$ cat config.mk
export PLATFORM = sky130hd
export DESIGN_NAME = ram_sdp_reader
export DESIGN_NICKNAME = d
export VERILOG_FILES = /design/src/rtl/ram_sdp_reader.sv
export SDC_FILE = /design/constraint.sdc
export NUM_CORES = 1
export LEC_CHECK = 0
export BUFFER_PORTS_ARGS = -buffer_cell sky130_fd_sc_hd__buf_2
export CORE_UTILIZATION = 55
export DETAILED_ROUTE_END_ITERATION = 10
export PLACE_DENSITY_LB_ADDON = 0.2
export SYNTH_ARGS = -nofsm -noshare
export SYNTH_HDL_FRONTEND = slang
export SYNTH_SLANG_ARGS = --single-unit
$ cat constraint.sdc
create_clock -name clk -period 5.8 [get_ports clk]
set_input_delay 0.58 -clock clk [delete_from_list [all_inputs] [get_ports clk]]
set_output_delay 0.58 -clock clk [all_outputs]
set_load 0.05 [all_outputs]
$ cat src/rtl/ram_sdp_reader.sv
// Burst read engine for a 1-cycle-latency simple-dual-port RAM, streaming onto valid/ready.
// Optional backpressure counter is built when RAM_SDP_READER_STALL_CNT_EN is defined.
module ram_sdp_reader #(
  parameter int AW = 10,
  parameter int DW = 32
) (
  input  logic          clk,
  input  logic          rst_n,
  input  logic          start,
  input  logic [AW-1:0] base_addr,
  input  logic [AW:0]   len,
  output logic          busy,
  output logic          done,
  output logic          enb,
  output logic [AW-1:0] addrb,
  input  logic [DW-1:0] dob,
  output logic          m_valid,
  input  logic          m_ready,
  output logic [DW-1:0] m_data,
  output logic          m_last,
  output logic [15:0]   stall_cnt
);

  localparam logic [1:0]  S_IDLE = 2'd0;
  localparam logic [1:0]  S_RUN  = 2'd1;
  localparam logic [1:0]  S_FIN  = 2'd2;
  localparam logic [AW-1:0] ONE_A = {{(AW-1){1'b0}}, 1'b1};
  localparam logic [AW:0]   ONE_L = {{AW{1'b0}}, 1'b1};

  logic [1:0]    state_q, state_d;
  logic [AW-1:0] rd_addr_q, rd_addr_d;
  logic [AW:0]   issue_left_q, issue_left_d;
  logic [AW:0]   beat_left_q, beat_left_d;
  logic          inflight_q;
  logic [1:0]    buf_cnt_q, buf_cnt_d;
  logic          wr_ptr_q, rd_ptr_q;
  logic [DW-1:0] buf_mem_q [2];

  logic          buf_nonempty, valid_w, pop, pop_buf, push, enb_w;
  logic [DW-1:0] head;

  // The RAM output register acts as the entry in front of the skid buffer, so the
  // first word is offered the same cycle it appears on dob.
  assign buf_nonempty = (buf_cnt_q != 2'd0);
  assign valid_w      = buf_nonempty || inflight_q;
  assign head         = buf_nonempty ? buf_mem_q[rd_ptr_q] : dob;
  assign pop          = valid_w && m_ready;
  assign pop_buf      = pop && buf_nonempty;
  assign push         = inflight_q && !(pop && !buf_nonempty);
  assign enb_w        = (state_q == S_RUN) && (issue_left_q != '0) &&
                        (({1'b0, inflight_q} + buf_cnt_q) < 2'd2);

  assign enb     = enb_w;
  assign addrb   = rd_addr_q;
  assign busy    = (state_q == S_RUN);
  assign done    = (state_q == S_FIN);
  assign m_valid = valid_w;
  assign m_data  = valid_w ? head : '0;
  assign m_last  = valid_w && (beat_left_q == ONE_L);

  always_comb begin
    state_d      = state_q;
    rd_addr_d    = rd_addr_q;
    issue_left_d = issue_left_q;
    beat_left_d  = beat_left_q;
    buf_cnt_d    = buf_cnt_q + {1'b0, push} - {1'b0, pop_buf};
    case (state_q)
      S_IDLE: begin
        if (start) begin
          if (len == '0) begin
            state_d = S_FIN;
          end else begin
            rd_addr_d    = base_addr;
            issue_left_d = len;
            beat_left_d  = len;
            state_d      = S_RUN;
          end
        end
      end
      S_RUN: begin
        if (enb_w) begin
          rd_addr_d    = rd_addr_q + ONE_A;
          issue_left_d = issue_left_q - ONE_L;
        end
        if (pop) begin
          beat_left_d = beat_left_q - ONE_L;
          if (beat_left_q == ONE_L) state_d = S_FIN;
        end
      end
      S_FIN:   state_d = S_IDLE;
      default: state_d = S_IDLE;
    endcase
  end

  always_ff @(posedge clk or negedge rst_n) begin
    if (!rst_n) begin
      state_q      <= S_IDLE;
      rd_addr_q    <= '0;
      issue_left_q <= '0;
      beat_left_q  <= '0;
      inflight_q   <= 1'b0;
      buf_cnt_q    <= 2'd0;
      wr_ptr_q     <= 1'b0;
      rd_ptr_q     <= 1'b0;
    end else begin
      state_q      <= state_d;
      rd_addr_q    <= rd_addr_d;
      issue_left_q <= issue_left_d;
      beat_left_q  <= beat_left_d;
      inflight_q   <= enb_w;
      buf_cnt_q    <= buf_cnt_d;
      if (push)    wr_ptr_q <= ~wr_ptr_q;
      if (pop_buf) rd_ptr_q <= ~rd_ptr_q;
    end
  end

  // Buffer storage is pure data; occupancy is tracked by buf_cnt_q.
  always_ff @(posedge clk) begin
    if (push) buf_mem_q[wr_ptr_q] <= dob;
  end

`ifdef RAM_SDP_READER_STALL_CNT_EN
  logic [15:0] stall_q, stall_d;

  always_comb begin
    stall_d = stall_q;
    if ((state_q == S_IDLE) && start) begin
      stall_d = 16'd0;
    end else if (valid_w && !m_ready && (stall_q != 16'hFFFF)) begin
      stall_d = stall_q + 16'd1;
    end
  end

  always_ff @(posedge clk or negedge rst_n) begin
    if (!rst_n) stall_q <= 16'd0;
    else        stall_q <= stall_d;
  end

  assign stall_cnt = stall_q;
`else
  assign stall_cnt = 16'd0;
`endif

endmodule

==> flow_summary.ini <==
[drt]
drt_iter0_markers = 169
wirelength_mm = 11.7
drc = 0
vias = 4092
drt_first_pass_iters = 4
wire_per_inst_um = 16.7
ant_nets = 0
viasPerCell = 5.84

[power_and_ir_drop]
p_sw_mw = 2.07
combPwrFrac_pct = 53.9
pwr-share-clk_pct = 11.3
p_per_area_nw_per_um2 = 650
ir_drop_mv = 0.352
seqPwrFrac_pct = 34.8
swShare_pct = 53.2
power.internal_mw = 1.82
total_power_mw = 3.89
leakagePower_nw = 2.44

[placement]
dpl_worst_slack_ns = 3.15
placed_cells = 685
placed_area_um2 = 5790
dp_hpwl_mm = 7.82
place_congestion = 0.826
portBuffers = 103

[logic_synthesis]
synth_area_per_cell_um2 = 11.0
ys_dominant_reg_cell = edfxtp_1
synth_edf_count = 64
synth.top_cell.area_share_pct = 36.6
ys_ff_latch = 103
synth_top_cell_by_area = edfxtp_1
yosys_warnings = 0
synth_cell_types = 62
synth.most_common_cell = edfxtp_1
syn_area_um2 = 5250
synth_common_cells = 64 x edfxtp_1, 56 x o21ai_0, 39 x dfrtp_1, 39 x nand3_1, 33 x mux2i_1
syn_inst = 477
ys_seq_area_share_pct = 55.2
synth_area_leaders = edfxtp_1 37%, dfrtp_1 19%, mux2i_1 6.3%
synthArstFlopShare_pct = 37.9

[clocking]
path_clk_slew_ns = 0.10
cts_tree = yes
cts_buffers = 9
clk_path_buf_depth = 2
post_cts_resized = 0
clk_latency_ns = 0.37
htreeDepth = 3
cts_hold_buf = 0
numClockSinks = 103
cts-root-buf = clkbuf_8
cts_setup_buffers = 0

[flow_run]
cap_viol_max_count = 0

[timing]
fin_crit_ns = 3.05
fin_skew_ns = 0.0130
setup_viol = 0
whs_ns = 0.312
slew-limit-headroom_pct = 18.6
min_period_over_period_pct = 52.5
finalWorstSetupSlack_ns = 2.75
hold_violations = 0
worst_pin_slew_ns = 1.22
fin_tns_setup_ns = 0
drv_slew = 0
rsz0062_at_grt = no
fmax_mhz = 328

[global_route]
grt_pass1_vias = 3835
antenna_found_initial = 0
grt_max_degree = 67
grt_pass1_wl_mm = 18.6
grt.overflow.total = 0
track_usage_pct = 24.1

[final_layout]
num-fill-cells = 742
fin_util_pct = 64.7
regArea_um2 = 2900
final_cell_area_um2 = 5980
num_antenna_cells = 0
instances_no_fill = 701
drive_above_1_share_pct = 24.8
num-nets-final = 631
area_delta_synth_final_pct = 14.0
multi_input_area_um2 = 2140

[floorplan]
die-area_um2 = 9930
rows = 35
die_w_um = 99.7
die_y_um = 99.7
start_util_pct = 56.8
core_area_um2 = 9240
num_io_pins = 120

[critical_path]
worstSetupPathType = reg2out
crit_required_ns = 5.22
crit_buf_inv = 1
critPathMaxStageDelay_ns = 0.95
critPathSlowestCell = nor2_4
arrival_ns = 2.47
crit_path_cell_trace = nor2_4, nand3_1, o21ai_0, buf_2
cp-end-kind = output pin
crit_fanout = 66
startpoint_type = flip-flop
cp_top_family = simple AND/OR/NAND/NOR gates

[outcome]
outcome = completed

[worst_hold_path]
min_path_type = in2async
==> registers in the layout, summed over array words and instances, names as in the netlist <==
| name | cells |
|---|---|
| buf_mem_q | 64 |
| beat_left_q | 11 |
| issue_left_q | 11 |
| addrb | 10 |
| buf_cnt_q | 2 |
| state_q | 2 |
| inflight_q | 1 |
| rd_ptr_q | 1 |
| wr_ptr_q | 1 |
==> kinds of logic after synthesis <==
| group | Yosys count | synth area share [%] |
|---|---|---|
| other | 1 | 0.0715 |
| AND/OR/NAND/NOR | 144 | 15.3 |
| multiplexers | 33 | 6.30 |
| adder cells (fa/ha/maj) | 7 | 1.67 |
| flip-flops | 103 | 55.2 |
| XOR/XNOR | 5 | 0.978 |
| AO/OA/AOI/OAI | 129 | 15.1 |
| buffers and inverters | 55 | 5.32 |
==> worst paths after layout <==
kind	depth (start not counted)	end	slack (ns)	startpoint
max in group asynchronous	1	rd_ptr_q	4.85	rst_n
max	4	m_data[30]	2.75	buf_cnt_q[1]
min in group clk	1	buf_mem_q[0][26]	0.40	dob[26]
min	1	addrb[7]	0.31	rst_n
max reg2reg	8	buf_cnt_q[1]	3.15	buf_cnt_q[1]
min reg2reg	1	state_q[0]	0.51	state_q[1]
==> final cells by class <==
type,instances,share of cell area (%)
clock inverters,7,1.11
well taps,129,2.70
clock buffers,9,2.07
inverters,12,0.753
repair buffers,107,9.12
multi-input cells,334,35.8
flip-flops and latches,103,48.5
==> worst reg2reg max path, cell delays in order, from the launching register on <==
cell	delay (ns)
dfrtp_1	0.47
nor2_4	0.95
nand2_1	0.20
nand2_1	0.23
ha_1	0.26
inv_1	0.05
ha_1	0.14
xnor2_1	0.13
xnor2_1	0.14
==> cells in the final DEF (no fill, tap or decap), types with 3 or more instances in the layout <==
cell	Yosys	final
a21oi_1	19	19
a22oi_1	5	5
a2bb2oi_1	3	3
a31oi_1	11	11
a32oi_1	3	3
and3_1	6	6
buf_2	7	103
buf_4	17	4
clkbuf_8	0	9
conb_1	1	16
dfrtp_1	39	38
edfxtp_1	64	64
ha_1	7	7
inv_1	10	10
inv_6	0	3
mux2i_1	33	33
nand2_1	29	29
nand2b_1	3	3
nand3_1	39	39
nand4_1	4	4
nor2_1	27	25
nor2_4	1	3
nor3_1	12	12
nor4_1	3	3
nor4_4	3	3
o21ai_0	56	56
o21ai_1	3	3
o22ai_1	5	5
o2bb2ai_1	4	4
o31ai_1	5	5
xnor2_1	3	3
==> power by group through the flow <==
stage	clock (mW)	combinational, mW	sequential [mW]
after floorplan	0	1.58	1.38
after global placement	0	2.05	1.35
after detailed placement	0	2.09	1.37
after CTS	0.448	2.10	1.35
after global routing	0.469	2.25	1.39
final	0.439	2.10	1.35
==> per-layer routing <==
layer  part of all wire [%]  vias to the layer above  track usage [%]
li1                       -                     1940                -
met1                     43                     1984             30.8
met2                     50                      155             41.6
met3                    5.2                       13             3.37
met4                    1.1                        0             9.39
met5                      0                        -                0
(Power assumes the default switching activity.)
